`config.mk`:
```
export PLATFORM = sky130hd
export DESIGN_NAME = writeback_controller_flat
export DESIGN_NICKNAME = d
export VERILOG_FILES = /design/src/rtl/writeback_controller_if.sv /design/src/rtl/writeback_controller.sv /design/src/flat_wrapper.sv
export SDC_FILE = /design/constraint.sdc
export NUM_CORES = 1
export LEC_CHECK = 0
export ABC_AREA = 1
export CORE_MARGIN = 1
export CORE_UTILIZATION = 55
export DETAILED_ROUTE_END_ITERATION = 12
export PLACE_DENSITY_LB_ADDON = 0.12
export SYNTH_ARGS = -nofsm -noshare
export SYNTH_HDL_FRONTEND = slang
export SYNTH_SLANG_ARGS = --single-unit
```
`constraint.sdc`:
```
create_clock -name clock -period 2.7 [get_ports clock]
set_input_delay 0.54 -clock clock [delete_from_list [all_inputs] [get_ports clock]]
set_output_delay 0.54 -clock clock [all_outputs]
set_load 0.01 [all_outputs]
```
`src/rtl/writeback_controller_if.sv`:
```
// Result handshake from execute plus the BRAM port-B write bus of the writeback controller.
interface writeback_controller_if #(
  parameter int unsigned N  = 16,
  parameter int unsigned AW = 13
);
  logic          res_valid;
  logic [N-1:0]  res_data;
  logic          res_ready;
  logic [AW-1:0] addr_b;
  logic [N-1:0]  datain_b;
  logic          en_b;
  logic          wr_b;

  modport master (output res_valid, res_data,
                  input  res_ready, addr_b, datain_b, en_b, wr_b);
  modport slave  (input  res_valid, res_data,
                  output res_ready, addr_b, datain_b, en_b, wr_b);
endinterface

```
`src/rtl/writeback_controller.sv`:
```
// Buffers ALU results in a small FIFO and writes them to BRAM port B at a
// descending, wrapping result pointer; writes pause while the fill path owns the RAM.
module writeback_controller #(
  parameter int unsigned N         = 16,
  parameter int unsigned AW        = 13,
  parameter int unsigned DEPTH     = 4,
  parameter int unsigned TOP_ADDR  = 8191,
  parameter int unsigned BASE_ADDR = 0
) (
  input  logic                  clock,
  input  logic                  reset,
  writeback_controller_if.slave bus,
  input  logic                  stall,
  input  logic                  restart,
  output logic                  busy,
  output logic [AW:0]           wr_count,
  output logic                  wrapped
);
  localparam int unsigned PW = (DEPTH > 1) ? $clog2(DEPTH) : 1;
  localparam int unsigned CW = PW + 1;

  typedef enum logic [1:0] {IDLE, WRITE, HOLD} state_t;

  state_t        state_q, state_d;
  logic [N-1:0]  fifo_q [DEPTH];
  logic [PW-1:0] rd_ptr_q, rd_ptr_d, wr_ptr_q, wr_ptr_d;
  logic [CW-1:0] occ_q, occ_d;
  logic          ready_q, ready_d;
  logic [AW-1:0] ptr_q, ptr_d, addr_q, addr_d;
  logic [N-1:0]  data_q, data_d;
  logic          wr_q, wr_d;
  logic          busy_q, busy_d;
  logic [AW:0]   cnt_q, cnt_d;
  logic          wrapped_q, wrapped_d;
  logic          wrap_pend_q, wrap_pend_d;
  logic          push, pop;

  assign push = bus.res_valid && ready_q;

  // Pop decision and state tracking; a pop issues exactly one BRAM write.
  always_comb begin
    pop     = 1'b0;
    state_d = state_q;
    unique case (state_q)
      IDLE: begin
        if (occ_q != '0) begin
          pop     = !stall;
          state_d = stall ? HOLD : WRITE;
        end
      end
      WRITE: begin
        if (stall)             state_d = (occ_q != '0) ? HOLD : IDLE;
        else if (occ_q != '0)  pop = 1'b1;
        else                   state_d = IDLE;
      end
      HOLD: begin
        if (!stall && occ_q != '0) begin
          pop     = 1'b1;
          state_d = WRITE;
        end else if (occ_q == '0) begin
          state_d = IDLE;
        end
      end
      default: state_d = IDLE;
    endcase
  end

  always_comb begin
    wr_ptr_d    = push ? wr_ptr_q + PW'(1) : wr_ptr_q;
    rd_ptr_d    = pop  ? rd_ptr_q + PW'(1) : rd_ptr_q;
    occ_d       = occ_q + CW'(push) - CW'(pop);
    ready_d     = (occ_d < CW'(DEPTH));
    addr_d      = addr_q;
    data_d      = data_q;
    wr_d        = pop;
    busy_d      = (occ_d != '0) || pop;
    ptr_d       = ptr_q;
    cnt_d       = cnt_q;
    wrap_pend_d = 1'b0;
    wrapped_d   = wrapped_q | wrap_pend_q;

    if (pop) begin
      addr_d = ptr_q;
      data_d = fifo_q[rd_ptr_q];
      ptr_d  = (ptr_q == AW'(BASE_ADDR)) ? AW'(TOP_ADDR) : ptr_q - AW'(1);
      wrap_pend_d = (ptr_q == AW'(BASE_ADDR));
      if (!(&cnt_q)) cnt_d = cnt_q + (AW+1)'(1);
    end

    // Restart wins over the decrement; a write popping now still used the old pointer.
    if (restart) begin
      ptr_d       = AW'(TOP_ADDR);
      cnt_d       = '0;
      wrapped_d   = 1'b0;
      wrap_pend_d = 1'b0;
    end
  end

  always_ff @(posedge clock) begin
    if (push) fifo_q[wr_ptr_q] <= bus.res_data;
  end

  always_ff @(posedge clock or posedge reset) begin
    if (reset) begin
      state_q     <= IDLE;
      rd_ptr_q    <= '0;
      wr_ptr_q    <= '0;
      occ_q       <= '0;
      ready_q     <= 1'b1;
      ptr_q       <= AW'(TOP_ADDR);
      addr_q      <= AW'(TOP_ADDR);
      data_q      <= '0;
      wr_q        <= 1'b0;
      busy_q      <= 1'b0;
      cnt_q       <= '0;
      wrapped_q   <= 1'b0;
      wrap_pend_q <= 1'b0;
    end else begin
      state_q     <= state_d;
      rd_ptr_q    <= rd_ptr_d;
      wr_ptr_q    <= wr_ptr_d;
      occ_q       <= occ_d;
      ready_q     <= ready_d;
      ptr_q       <= ptr_d;
      addr_q      <= addr_d;
      data_q      <= data_d;
      wr_q        <= wr_d;
      busy_q      <= busy_d;
      cnt_q       <= cnt_d;
      wrapped_q   <= wrapped_d;
      wrap_pend_q <= wrap_pend_d;
    end
  end

  assign bus.res_ready = ready_q;
  assign bus.addr_b    = addr_q;
  assign bus.datain_b  = data_q;
  assign bus.en_b      = wr_q;
  assign bus.wr_b      = wr_q;
  assign busy          = busy_q;
  assign wr_count      = cnt_q;
  assign wrapped       = wrapped_q;
endmodule

```
`src/flat_wrapper.sv`:
```
// flat-port wrapper written by rule: the top's interface ports become plain ports
module writeback_controller_flat 
#(
  parameter int unsigned N         = 16,
  parameter int unsigned AW        = 13,
  parameter int unsigned DEPTH     = 4,
  parameter int unsigned TOP_ADDR  = 8191,
  parameter int unsigned BASE_ADDR = 0
)
  (clock, reset, stall, restart, busy, wr_count, wrapped, bus_res_valid, bus_res_data, bus_res_ready, bus_addr_b, bus_datain_b, bus_en_b, bus_wr_b);
  writeback_controller_if #(.N(N), .AW(AW)) bus_i ();
  input  logic clock;
  input  logic reset;
  input  logic stall;
  input  logic restart;
  output logic busy;
  output logic [AW:0] wr_count;
  output logic wrapped;
  input wire logic [$bits(bus_i.res_valid)-1:0] bus_res_valid;
  input wire logic [$bits(bus_i.res_data)-1:0] bus_res_data;
  output wire logic [$bits(bus_i.res_ready)-1:0] bus_res_ready;
  output wire logic [$bits(bus_i.addr_b)-1:0] bus_addr_b;
  output wire logic [$bits(bus_i.datain_b)-1:0] bus_datain_b;
  output wire logic [$bits(bus_i.en_b)-1:0] bus_en_b;
  output wire logic [$bits(bus_i.wr_b)-1:0] bus_wr_b;
  assign bus_i.res_valid = bus_res_valid;
  assign bus_i.res_data = bus_res_data;
  assign bus_res_ready = bus_i.res_ready;
  assign bus_addr_b = bus_i.addr_b;
  assign bus_datain_b = bus_i.datain_b;
  assign bus_en_b = bus_i.en_b;
  assign bus_wr_b = bus_i.wr_b;
  writeback_controller #(.N(N), .AW(AW), .DEPTH(DEPTH), .TOP_ADDR(TOP_ADDR), .BASE_ADDR(BASE_ADDR)) u_core (.clock(clock), .reset(reset), .bus(bus_i), .stall(stall), .restart(restart), .busy(busy), .wr_count(wr_count), .wrapped(wrapped));
endmodule
```
# == After elaboration in Yosys (flattened, before gate mapping) ==
# Memories as Yosys holds them, arrays and structs flattened. A register that Yosys moved wholly into a read port is not among the register bits.
# Index checks and enable logic that the tools add are counted.
# word_totals
input_bits,21
elab_cells,64
mem_bits_rw,64
reg_bits,54
n_memories,1
# classes
bitwise_logic,1
eq_ne,6
mux,24
reduce_logical,13
n_addsub,6
order_cmp,1
# memory_table
name,depth,width,rd,rd_ports_with_merged_regs,write_ports,line,rtl
u_core.fifo_q,4,16,1,1,1,writeback_controller.sv:25,logic [N-1:0] fifo_q [DEPTH];
# ops
cell,n
$mux 14,3
$mux 13,3
$add 14x1->14 const B,1
$mux 2,7
$reduce_and 14->1,1
$logic_not 13->1,1
$sub 13x1->13 const B,1
$mux 1,9
$pmux 2 s3,1
$reduce_bool 3->1,2
$add 2x1->2 const B,2
$add 3x1->3,1
$logic_not 3->1,1
$lt 3x3->1 const B,1
$ne 3x1->1 const B,1
$ne 3x3->1 const B,1
$pmux 1 s3,1
$reduce_and 3->1,1
$sub 3x1->3,1
$eq 2x1->1 const B,1
$eq 2x2->1 const B,1
$logic_and 1x1->1,2
$logic_not 2->1,1
$ne 2x1->1 const B,1
6 further kinds,6

# == Depth between registers and ports, before layout ==
# logic_depth
ltp_word,7
ltp_mapped,13

# == Worst setup path after synthesis ==
# OpenSTA, ideal clock, no wires.
# synth_timing
kind,in2reg
startpoint,input stall
endpoint,register u_core.busy_q (netlist: u_core.busy)
setup_time_ps,125
arrival_time_ps,2378
required_time_ps,2575
setup_slack_ps,197
stages,12
path_cell_list,a21oi_1 nand2_2 inv_2 clkbuf_1 ha_1 inv_1 ha_1 inv_1 fa_1 inv_1 nor3_1 nand2_1
# synth_between
elab_chain_len,7
# synth_rtl
item,line,rtl
start: declaration,flat_wrapper.sv:14,input logic stall;
$logic_not 1->1,"writeback_controller.sv:47, writeback_controller.sv:57",
$logic_and 1x1->1,writeback_controller.sv:57,if (!stall && occ_q != '0) begin
$mux 1,writeback_controller.sv:57,
$pmux 1 s3 (*),writeback_controller.sv:44,unique case (state_q)
named net u_core.pop,writeback_controller.sv:36,"logic push, pop;"
$sub 3x1->3 (*),writeback_controller.sv:71,occ_d = occ_q + CW'(push) - CW'(pop);
named net u_core.occ_d[1],writeback_controller.sv:27,"logic [CW-1:0] occ_q, occ_d;"
$reduce_bool 3->1 (*),writeback_controller.sv:76,busy_d = (occ_d != '0) || pop;
$logic_or 1x1->1 (*),writeback_controller.sv:76,
named net u_core.busy_d,writeback_controller.sv:32,"logic busy_q, busy_d;"
end signal: assignment,writeback_controller.sv:128,busy_q <= busy_d;
end: declaration,writeback_controller.sv:32,
# Mark *: on every way through the listed nets, which the timed path passes. The rest lies on a longest branch.
# A chain may end at the register's enable or synchronous reset.

# == Worst setup path after layout ==
# layout_timing
startpoint,register u_core.occ_q[1]
endpoint,register u_core.busy_q (netlist: u_core.busy)
# layout_between
elab_chain_len,7
# layout_rtl
item,line,rtl
start: declaration,writeback_controller.sv:27,
start signal: assignment,writeback_controller.sv:108,occ_q <= '0;
start signal: assignment,writeback_controller.sv:122,occ_q <= occ_d;
$reduce_bool 3->1,"writeback_controller.sv:46, writeback_controller.sv:53, writeback_controller.sv:57",
$mux 1 or $logic_and 1x1->1 (tied branches),"writeback_controller.sv:53, writeback_controller.sv:57",
$mux 1 (on tied branches),"writeback_controller.sv:52, writeback_controller.sv:57",
$pmux 1 s3,writeback_controller.sv:44,
$sub 3x1->3 (*),writeback_controller.sv:71,
named net u_core.occ_d[1],writeback_controller.sv:27,
$reduce_bool 3->1 (*),writeback_controller.sv:76,
$logic_or 1x1->1 (*),writeback_controller.sv:76,
named net u_core.busy_d,writeback_controller.sv:32,
# Marked as above.

==> impl_metrics.json <==
{
  "outcome": "completed",
  "ctsResizeCount": 0,
  "start_util": 0.5742,
  "dpl.hpwl_mm": 7.003,
  "yosysSeqAreaShare": 0.6515,
  "met3_length_um": 492,
  "drt-total-wl_mm": 11.38,
  "multiInputGateArea_sq_um": 1710,
  "crit_fanout": 3,
  "io_pins": 69,
  "max-clock-path-buffers": 2,
  "skew_ns": 0.006929,
  "synth_cells": 556,
  "clk_pin_slew_ns": 0.06,
  "yosysTopAreaCell": "edfxtp_1",
  "tns_ns": 0,
  "fp.dieW_um": 103.7,
  "routed.top_layer": "met4",
  "synth_top_cells_by_area": "edfxtp_1 34%, dfrtp_1 19%, dfstp_2 12%",
  "num_rows": 36,
  "ys_top_cells_by_count": "119 x nor2_1, 91 x nand2_1, 64 x edfxtp_1",
  "cts_buffers": 17,
  "vias": 4100,
  "grt_max_degree": 71,
  "clock_latency_ns": 0.51,
  "grt_pass1_vias": 4200,
  "worst_ep_required_time_ns": 3.09,
  "path_cells": "nor2_1 > nand2_1 > nand2_2 > inv_2 > ha_1 > inv_1 > ha_1 > inv_1 > fa_1 > inv_1 > nor3_1 > nand2_1",
  "yosysMostFrequentCell": "nor2_1",
  "post_cts_buffers": 0,
  "drt_iter0_drc": 202,
  "tightest_slew_ns": 0.7026,
  "grt.total_usage": 0.2305,
  "synth-edff-count": 64,
  "num_antenna_cells": 0,
  "p_sw_mw": 2.211,
  "p_leak_nw": 2.876,
  "slew_headroom": 0.5299,
  "worst_path_max_delay_cell": "fa_1",
  "ctsHoldBuffers": 0,
  "remaining_drc_errors": 0,
  "synthArstFlopShare": 0.5224,
  "post_drt_wl_per_cell_um": 14.64,
  "n_fill_cell": 715,
  "avgSynthCellArea_sq_um": 10.23,
  "grt_overflow": 0,
  "grt_pass1_wl_mm": 19.29,
  "seq_power_share": 0.401,
  "min_period_over_period": 0.8204,
  "total_power_mw": 7.277,
  "path_class": "reg2reg",
  "synth_area_sq_um": 5690,
  "critical-path-top-delay-family": "adder cells",
  "ir_drop_mv": 0.5471,
  "p_int_mw": 5.066,
  "setup_violations": 0,
  "via_per_inst": 5.277,
  "max_freq_mhz": 451.4,
  "maxCapViolations": 0,
  "coreArea_sq_um": 9910,
  "cp-end-kind": "register",
  "port_buffers": 68,
  "ys_ff_latch": 134,
  "worstPathArrival_ns": 2.60,
  "critPathBufInv": 4,
  "p_sw_frac": 0.3038,
  "syn_nets": 586,
  "drtPass1Iterations": 4,
  "wl_met1_mm": 4.802,
  "comb_power_share": 0.285,
  "synth_top_area_frac": 0.3377,
  "place_congestion": 0.8183,
  "slowest_delay_ns": 0.49,
  "ctsHtreeMaxLevel": 4,
  "antenna_found_initial": 0,
  "area_delta_synth_final_pct": 24.82,
  "ys_types": 29,
  "die_height_um": 103.7,
  "rsz0062_at_grt": "no",
  "finalMaxSlewViolations": 0,
  "fin_crit_ns": 2.215,
  "final_util": 0.7168,
  "timing.final.hold_violations": 0,
  "drive_gt1_frac": 0.1180,
  "clock-sinks": 134,
  "ys.flop_type": "edfxtp_1",
  "crit_path_frequent_cell": "inv_1",
  "cts_tree": "yes",
  "ant_nets": 0,
  "cts-root-buf": "clkbuf_8",
  "nets": 661,
  "wl_met2_mm": 5.957,
  "dieArea_sq_um": 10760,
  "hold_path.class": "in2async",
  "worstSetupStartpointType": "register",
  "regArea_sq_um": 3707,
  "clock_power_share": 0.314,
  "ys_warn_count": 0,
  "power_density_nw_per_um2": 1025
}
[power by group through the flow]
stage	Combinational [mW]	Clock (mW)	Sequential, mW
after detailed placement	2.07	0	2.95
after global routing	2.33	2.42	2.97
after global placement	1.99	0	2.94
after CTS	2.10	2.32	2.92
after floorplan	1.12	0	3.03
final	2.08	2.28	2.92
[metrics by stage]
step | std cells | instance area [sq um] | hold slack (ns) | setup WS (ns)
finish | 777 | 7103 | 0.4064 | 0.4848
global route | 777 | 7103 | 0.4666 | 0.3566
CTS | 777 | 7103 | 0.4276 | 0.4899
detailed placement | 745 | 6518 | 0.4363 | 0.01023
global placement | 745 | 6518 | 0.4306 | 0.1257
floorplan | 556 | 5690 | 0.4144 | 0.1968
[routing by layer]
layer,track usage,up-vias
met4,0.07857,0
met3,0.06293,12
met1,0.2718,1998
met2,0.4070,94
li1,-,1996
met5,0,-
[cell families after synthesis]
kind of cell    count (synthesis)  synth area share
buf+inv                        65           0.04793
flops                         134            0.6515
fa+ha+maj                       9           0.02111
xor+xnor                       11           0.01693
simple gates                  259            0.1878
compound gates                 78           0.07476
[final cells by class]
class                           instances  area share
Clock buffer                           21     0.06042
Inverter                               42     0.02219
Sequential cell                       134      0.5219
Tap cell                              133     0.02343
Clock inverter                         11     0.02202
Multi-Input combinational cell        357      0.2408
Timing Repair Buffer                   79      0.1092
[sequential cells by signal (all words and copies together) (netlist names), 2 cells and up]
| register | count |
|---|---|
| u_core.fifo_q | 64 |
| u_core.bus.datain_b | 16 |
| u_core.wr_count | 14 |
| u_core.bus.addr_b | 13 |
| u_core.ptr_q | 13 |
| u_core.occ_q | 3 |
| u_core.rd_ptr_q | 2 |
| u_core.state_q | 2 |
| u_core.wr_ptr_q | 2 |
[cells in the final DEF, fill, tap and decap left out]
master           netlist  final
clkbuf_16              0     16
nand2_2                3      3
nand2_1               91     91
clkdlybuf4s50_1        0     68
nand3_2                2      2
bufinv_16              0      4
o21ai_0               46     46
dfrtp_1               43     43
buf_12                 0      1
or2_2                  1      1
fa_1                   1      1
edfxtp_1              64     64
nor2_4                 1      1
buf_4                  1     10
inv_2                  2      3
inv_1                 39     38
nor3_1                 3      3
nand4_1               11     11
nand3_1               28     28
xnor2_1                1      1
dfstp_2               27     27
clkinv_2               0      5
xor2_1                10     10
clkinv_1               1      2
a31oi_1               17     17
o21a_1                 1      1
o21ai_1               10     10
nor2_1               119    119
a21oi_1                3      3
clkinvlp_4             0      1
clkbuf_1              12      4
ha_1                   8      8
o21ai_4                1      1
clkbuf_8               0      1
[tightest hold or removal path, delay by kind of cell]
kind / cells / cell delay [ns]
buffers and inverters: 3 / 0.79
[path summary, 6_finish.rpt]
check / from / end / slack (ns) / cells after the start
worst max register to register: u_core.occ_q[1] / u_core.busy / 0.48 / 12
worst min-delay path: reset / u_core.wr_count[9] / 0.41 / 3
max in group asynchronous: reset / u_core.ptr_q[3] / 1.94 / 3
worst max-delay path: u_core.occ_q[1] / u_core.busy / 0.48 / 12
min in group clock: u_core.state_q[0] / u_core.state_q[1] / 0.44 / 1
worst min register to register: u_core.state_q[0] / u_core.state_q[1] / 0.44 / 1
No activity file was read; power rests on OpenSTA's default activity.
